[config.mk]
export PLATFORM = sky130hd
export DESIGN_NAME = comm_master
export DESIGN_NICKNAME = d
export VERILOG_FILES = /design/src/rtl/comm_pkg.sv /design/src/rtl/uart_trx.sv /design/src/rtl/comm_master.sv
export SDC_FILE = /design/constraint.sdc
export NUM_CORES = 1
export LEC_CHECK = 0
export ABC_AREA = 1
export CAP_MARGIN = 40
export CORE_MARGIN = 1.5
export CORE_UTILIZATION = 45
export DETAILED_ROUTE_END_ITERATION = 6
export PLACE_DENSITY = 0.65
export SETUP_SLACK_MARGIN = 0.15
export SLEW_MARGIN = 25
export SYNTH_ARGS = -nofsm -noshare
export SYNTH_HDL_FRONTEND = slang
export SYNTH_SLANG_ARGS = --single-unit
[constraint.sdc]
create_clock -name clk -period 1.9 [get_ports clk]
set_clock_uncertainty 0.1 [all_clocks]
set_input_delay 0.475 -clock clk [delete_from_list [all_inputs] [get_ports clk]]
set_output_delay 0.475 -clock clk [all_outputs]
set_load 0.01 [all_outputs]
[src/rtl/comm_pkg.sv]
// Shared definitions for the quadcopter command master: frame FSM states
// and the default UART bit period.
package comm_pkg;

  localparam int unsigned BAUD_DIV_DEFAULT = 2604;

  typedef enum logic [1:0] {
    IDLE,
    SEND_HI_PREP,
    SEND_LO_PREP,
    WAIT_LAST
  } tx_state_e;

endpackage

[src/rtl/uart_trx.sv]
// 8N1 UART transceiver: independent transmitter and receiver sharing one
// bit period. The transmitter can chain a new byte on the last clock of the
// previous stop bit so consecutive bytes leave with no idle gap.
module uart_trx
  import comm_pkg::*;
#(
  parameter int unsigned BAUD_DIV = BAUD_DIV_DEFAULT
) (
  input  logic       clk,
  input  logic       rst,
  input  logic       trmt,
  input  logic [7:0] tx_data,
  output logic       tx_done,
  output logic       TX,
  input  logic       RX,
  output logic [7:0] rx_data,
  output logic       rdy
);

  localparam int unsigned CW = $clog2(BAUD_DIV);
  localparam logic [CW-1:0] BAUD_LAST = CW'(BAUD_DIV - 1);
  localparam logic [CW-1:0] BAUD_MID  = CW'(BAUD_DIV / 2);

  // transmitter state
  logic          tx_busy_q, tx_busy_d;
  logic          tx_q, tx_d;
  logic [8:0]    tx_sr_q, tx_sr_d;
  logic [3:0]    tx_bit_q, tx_bit_d;
  logic [CW-1:0] tx_baud_q, tx_baud_d;
  logic          tx_bit_end;
  logic          tx_load;

  // receiver state
  logic          rx_ff1_q, rx_ff1_d;
  logic          rx_ff2_q, rx_ff2_d;
  logic          rx_prev_q, rx_prev_d;
  logic          rx_busy_q, rx_busy_d;
  logic [3:0]    rx_bit_q, rx_bit_d;
  logic [CW-1:0] rx_baud_q, rx_baud_d;
  logic [7:0]    rx_sr_q, rx_sr_d;
  logic [7:0]    rx_data_q, rx_data_d;
  logic          rdy_q, rdy_d;
  logic          rx_start;

  assign tx_bit_end = tx_busy_q && (tx_baud_q == BAUD_LAST);
  assign tx_done    = tx_bit_end && (tx_bit_q == 4'd9);
  assign tx_load    = trmt && (!tx_busy_q || tx_done);
  assign TX         = tx_q;

  assign rx_start = !rx_busy_q && rx_prev_q && !rx_ff2_q;
  assign rx_data  = rx_data_q;
  assign rdy      = rdy_q;

  // Transmit next-state: start bit on load, then shift data LSB first, stop bit last.
  always_comb begin
    tx_busy_d = tx_busy_q;
    tx_d      = tx_q;
    tx_sr_d   = tx_sr_q;
    tx_bit_d  = tx_bit_q;
    tx_baud_d = tx_baud_q;
    if (tx_load) begin
      tx_busy_d = 1'b1;
      tx_d      = 1'b0;
      tx_sr_d   = {1'b1, tx_data};
      tx_bit_d  = '0;
      tx_baud_d = '0;
    end else if (tx_busy_q) begin
      tx_baud_d = tx_baud_q + 1'b1;
      if (tx_bit_end) begin
        tx_baud_d = '0;
        if (tx_bit_q == 4'd9) begin
          tx_busy_d = 1'b0;
          tx_d      = 1'b1;
        end else begin
          tx_bit_d = tx_bit_q + 4'd1;
          tx_d     = tx_sr_q[0];
          tx_sr_d  = {1'b1, tx_sr_q[8:1]};
        end
      end
    end
  end

  // Receive next-state: synchronize RX, start on a falling edge, sample each bit at mid-period.
  always_comb begin
    rx_ff1_d  = RX;
    rx_ff2_d  = rx_ff1_q;
    rx_prev_d = rx_ff2_q;
    rx_busy_d = rx_busy_q;
    rx_bit_d  = rx_bit_q;
    rx_baud_d = rx_baud_q;
    rx_sr_d   = rx_sr_q;
    rx_data_d = rx_data_q;
    rdy_d     = rdy_q;
    if (rx_start) begin
      rx_busy_d = 1'b1;
      rx_bit_d  = '0;
      rx_baud_d = '0;
      rdy_d     = 1'b0;
    end else if (rx_busy_q) begin
      rx_baud_d = rx_baud_q + 1'b1;
      if (rx_baud_q == BAUD_LAST) begin
        rx_baud_d = '0;
        rx_bit_d  = rx_bit_q + 4'd1;
      end
      if (rx_baud_q == BAUD_MID) begin
        if (rx_bit_q == 4'd9) begin
          rx_busy_d = 1'b0;
          rx_data_d = rx_sr_q;
          rdy_d     = 1'b1;
        end else if (rx_bit_q != 4'd0) begin
          rx_sr_d = {rx_ff2_q, rx_sr_q[7:1]};
        end
      end
    end
  end

  // State registers for both directions; the RX synchronizer presets to the idle level.
  always_ff @(posedge clk) begin
    if (rst) begin
      tx_busy_q <= 1'b0;
      tx_q      <= 1'b1;
      tx_sr_q   <= '1;
      tx_bit_q  <= '0;
      tx_baud_q <= '0;
      rx_ff1_q  <= 1'b1;
      rx_ff2_q  <= 1'b1;
      rx_prev_q <= 1'b1;
      rx_busy_q <= 1'b0;
      rx_bit_q  <= '0;
      rx_baud_q <= '0;
      rx_sr_q   <= '0;
      rx_data_q <= '0;
      rdy_q     <= 1'b0;
    end else begin
      tx_busy_q <= tx_busy_d;
      tx_q      <= tx_d;
      tx_sr_q   <= tx_sr_d;
      tx_bit_q  <= tx_bit_d;
      tx_baud_q <= tx_baud_d;
      rx_ff1_q  <= rx_ff1_d;
      rx_ff2_q  <= rx_ff2_d;
      rx_prev_q <= rx_prev_d;
      rx_busy_q <= rx_busy_d;
      rx_bit_q  <= rx_bit_d;
      rx_baud_q <= rx_baud_d;
      rx_sr_q   <= rx_sr_d;
      rx_data_q <= rx_data_d;
      rdy_q     <= rdy_d;
    end
  end

endmodule

[src/rtl/comm_master.sv]
// Host-side command master: sends a 3-byte frame (cmd, data hi, data lo)
// over UART and captures the 1-byte response from the copter.
module comm_master
  import comm_pkg::*;
#(
  parameter int unsigned BAUD_DIV = BAUD_DIV_DEFAULT
) (
  input  logic        clk,
  input  logic        rst,
  input  logic [7:0]  cmd,
  input  logic [15:0] data,
  input  logic        send_cmd,
  output logic        TX,
  input  logic        RX,
  output logic        frm_snt,
  output logic [7:0]  resp,
  output logic        resp_rdy
);

  tx_state_e   state_q, state_d;
  logic [7:0]  cmd_q, cmd_d;
  logic [15:0] data_q, data_d;
  logic        frm_snt_q, frm_snt_d;
  logic        resp_rdy_q, resp_rdy_d;
  logic        rdy_prev_q, rdy_prev_d;
  logic [7:0]  resp_q, resp_d;

  logic        trmt;
  logic        tx_done;
  logic        rdy;
  logic        accept;
  logic        rdy_rise;
  logic [7:0]  tx_data;
  logic [7:0]  rx_data;

  uart_trx #(.BAUD_DIV(BAUD_DIV)) u_trx (
    .clk     (clk),
    .rst     (rst),
    .trmt    (trmt),
    .tx_data (tx_data),
    .tx_done (tx_done),
    .TX      (TX),
    .RX      (RX),
    .rx_data (rx_data),
    .rdy     (rdy)
  );

  assign accept   = (state_q == IDLE) && send_cmd;
  assign trmt     = (state_q == SEND_HI_PREP) || (state_q == SEND_LO_PREP);
  assign rdy_rise = rdy && !rdy_prev_q;

  assign frm_snt  = frm_snt_q;
  assign resp     = resp_q;
  assign resp_rdy = resp_rdy_q;

  // Byte select: cmd starts the frame; on a byte completion the next data
  // byte is offered in that same cycle so the transmitter chains it gap-free.
  always_comb begin
    tx_data = cmd_q;
    if (tx_done) begin
      tx_data = (state_q == SEND_HI_PREP) ? data_q[15:8] : data_q[7:0];
    end
  end

  // Frame FSM and flag next-state; a receive completion outranks a send clear.
  always_comb begin
    state_d    = state_q;
    cmd_d      = cmd_q;
    data_d     = data_q;
    frm_snt_d  = frm_snt_q;
    resp_rdy_d = resp_rdy_q;
    resp_d     = resp_q;
    rdy_prev_d = rdy;
    unique case (state_q)
      IDLE: begin
        if (send_cmd) begin
          cmd_d     = cmd;
          data_d    = data;
          frm_snt_d = 1'b0;
          state_d   = SEND_HI_PREP;
        end
      end
      SEND_HI_PREP: if (tx_done) state_d = SEND_LO_PREP;
      SEND_LO_PREP: if (tx_done) state_d = WAIT_LAST;
      WAIT_LAST: begin
        if (tx_done) begin
          frm_snt_d = 1'b1;
          state_d   = IDLE;
        end
      end
      default: state_d = IDLE;
    endcase
    if (accept || !rdy) resp_rdy_d = 1'b0;
    if (rdy_rise) begin
      resp_rdy_d = 1'b1;
      resp_d     = rx_data;
    end
  end

  // Frame FSM, latched frame contents and host-visible flags.
  always_ff @(posedge clk) begin
    if (rst) begin
      state_q    <= IDLE;
      cmd_q      <= '0;
      data_q     <= '0;
      frm_snt_q  <= 1'b0;
      resp_rdy_q <= 1'b0;
      rdy_prev_q <= 1'b0;
      resp_q     <= '0;
    end else begin
      state_q    <= state_d;
      cmd_q      <= cmd_d;
      data_q     <= data_d;
      frm_snt_q  <= frm_snt_d;
      resp_rdy_q <= resp_rdy_d;
      rdy_prev_q <= rdy_prev_d;
      resp_q     <= resp_d;
    end
  end

endmodule

==> flow_metrics.env <==
export IMPL_cts_root_buf="clkbuf_8"
export IMPL_use_met1=0.246
export IMPL_htreeDepth=3
export IMPL_dp_cells=792
export IMPL_grt_antenna_before_repair=0
export IMPL_ys_seq_area_frac=0.438
export IMPL_grt_overflow=0
export IMPL_initial_utilization=0.465
export IMPL_clkLatencyLatePin_ps=360
export IMPL_netlist_area_mm2=0.00457
export IMPL_setup_viol=0
export IMPL_drt_iter0_drc=190
export IMPL_period_share=0.910
export IMPL_grt_use_met3=0.0289
export IMPL_use_met2=0.355
export IMPL_clock_path_buffers=2
export IMPL_cp_end_kind="flop"
export IMPL_async_flop_share=0
export IMPL_viasPerCell=5.02
export IMPL_worstMarginPinSlew_ps=492
export IMPL_io_buffers=38
export IMPL_rows=36
export IMPL_first_pass_iters=4
export IMPL_cts_tree="done"
export IMPL_die_area_mm2=0.0108
export IMPL_final_cells=820
export IMPL_grt_use_total=0.199
export IMPL_startpoint_type="flop"
export IMPL_ir_worst_vdd_v=0.000682
export IMPL_grt_max_degree=38
export IMPL_p_leak_nw=2.33
export IMPL_status="finished clean"
export IMPL_fp_dieH_um=104
export IMPL_slew_headroom=0.672
export IMPL_grt_pass1_wl_um=17900
export IMPL_synth_edf_count=0
export IMPL_setup_tns_ps=0
export IMPL_syn_nets=663
export IMPL_postSynthCellCount=622
export IMPL_grt_setup_unrepaired="yes"
export IMPL_clk_pin_slew_ps=110
export IMPL_powerDensity_mw_per_mm2=1030
export IMPL_n_antenna_cell=0
export IMPL_drive_above_1_share=0.147
export IMPL_coreArea_mm2=0.00982
export IMPL_synth_warnings=0
export IMPL_ant_nets=0
export IMPL_drc=0
export IMPL_crit_required_ps=2050
export IMPL_hold_viol_final=0
export IMPL_cts_hold_buf=0
export IMPL_final_max_slew_viol_count=0
export IMPL_post_synth_cell_area_avg_um2=7.34
export IMPL_cts_sinks=100
export IMPL_area_growth_pct=23.6
export IMPL_gp_congestion=0.866
export IMPL_ios=39
export IMPL_grt_pass1_vias=4012
export IMPL_synth_flop_cell="dfxtp_1"
export IMPL_drv_cap=0
export IMPL_dp_hpwl_um=7180
export IMPL_critPathMaxFanout=5
export IMPL_max_freq_mhz=578
export IMPL_ys_types=41
export IMPL_avgRoutedWirePerCell_um=12.7
export IMPL_die_x_um=104
export IMPL_num_vias=4113
export IMPL_power_mw=5.81
export IMPL_worst_setup_path_type="flop to flop"
export IMPL_fin_crit_ps=1730
export IMPL_cp_arrival_ps=1880
export IMPL_fin_nets=723
export IMPL_min_path_type="flop to flop"
export IMPL_cts_buffers=9
export IMPL_routed_wl_um=10400
export IMPL_ys_ff_latch=100
export IMPL_busiest_layer="met2"
cells in the final DEF, fill, tap and decap left out, drive strengths merged:
cell,instances
nor2,102
a211oi,9
a31o,1
clkinvlp,1
ha,13
buf,29
o21ai,62
o22ai,1
nand2,111
nor4,5
a21oi,44
inv,77
clkdlybuf4s50,27
a31oi,1
nand4,17
o21bai,1
xnor2,1
nand3,26
or3,1
nor3b,1
nor3,15
or2,3
clkinv,9
dlygate4sd2,11
nand3b,2
xor2,8
dfxtp,100
clkbuf,9
layer usage:
layer  up-vias  share of wire
met2        56           0.50
li1       2140              -
met5         -              0
met4         0          0.013
met3        13          0.023
met1      1904           0.46
synthesized netlist by cell type (5+ instances only):
cell type,instances,share of area
inv_1,71,0.058
a211oi_1,9,0.015
xor2_1,8,0.015
o21ai_0,56,0.061
nor3_1,13,0.014
nand2_1,103,0.085
clkbuf_1,11,0.0090
nand2_2,5,0.0068
nand3_1,24,0.026
nor2_1,100,0.082
buf_2,5,0.0055
clkinv_1,6,0.0049
nand4_1,17,0.023
a21oi_1,40,0.044
nor4_1,5,0.0068
dfxtp_1,100,0.44
o21ai_1,5,0.0055
ha_1,13,0.036
flip-flops by register name (all words and copies together), names as in the netlist, 2 cells and up:
register and flops:
state_q 2, u_trx.tx_bit_q 4, u_trx.tx_baud_q 12, u_trx.rx_sr_q 8, u_trx.rx_data 8, u_trx.rx_bit_q 4
u_trx.rx_baud_q 12, u_trx.tx_sr_q 8, data_q 16, resp 8, cmd_q 8
path summary, 6_finish.rpt:
path / cells past startpoint / slack (ps) / from / endpoint
max: 12 / 170 / u_trx.tx_baud_q[0] / u_trx.tx_sr_q[5]
min: 1 / 320 / u_trx.rx_ff1_q / u_trx.rx_ff2_q
max reg2reg: 12 / 170 / u_trx.tx_baud_q[0] / u_trx.tx_sr_q[5]
min reg2reg: 1 / 320 / u_trx.rx_ff1_q / u_trx.rx_ff2_q
worst max-delay path, cell delays in order (launching register included):
cell and delay, ps:
dfxtp_2 380, ha_4 160, nand2_4 50, nor3_4 180
buf_6 140, nand3_4 130, buf_6 180, nand2_4 50
nand2_2 50, clkinv_2 50, nand2_2 50, nand3_2 60
nand2_1 50
stage by stage:
stage / worst slack (ps) / hold WS [ps] / util / area [µm²]
final: 170 / 323 / 0.575 / 5650
after global routing: 19.3 / 347 / 0.575 / 5650
after CTS: 134 / 325 / 0.561 / 5510
after detailed placement: 31.3 / 300 / 0.525 / 5160
after global placement: 83.1 / 292 / 0.525 / 5160
after floorplan: 182 / 289 / - / 4570
logic make-up (layout without fill, tap and decap cells):
family	after synthesis	count (layout)	synth area share
DFF	100	100	0.438
buffers and inverters	101	163	0.0899
AOI/OAI and AO/OA	118	119	0.143
xor gates and xnor gates	9	9	0.0173
and+or+nand+nor	281	283	0.276
adders and majority gates	13	13	0.0356
report_power, final:
| part | internal [mW] | leakage, nW | switching [mW] |
|---|---|---|---|
| combinational | 0.712 | 1.41 | 1.21 |
| sequential | 2.37 | 0.817 | 0.161 |
| clock | 0.522 | 0.0990 | 0.834 |
| total | 3.61 | 2.33 | 2.20 |
cell type report:
type,count,area [µm²]
fill,919,4170
inverter,80,307
multi-input combinational,424,2330
timing repair buffer,67,632
tap,133,166
clock inverter,7,80.1
sequential,100,2010
clock buffer,9,124
repair_timing:
action	in CTS	in global routing
endpoints found under the hold margin	0	0
endpoints found under the setup margin	36	43
pin swaps	5	7
cloned	2	1
buffers inserted	7	2
gates resized for setup	34	29
Note: power is estimated with default switching activity, not from simulation.
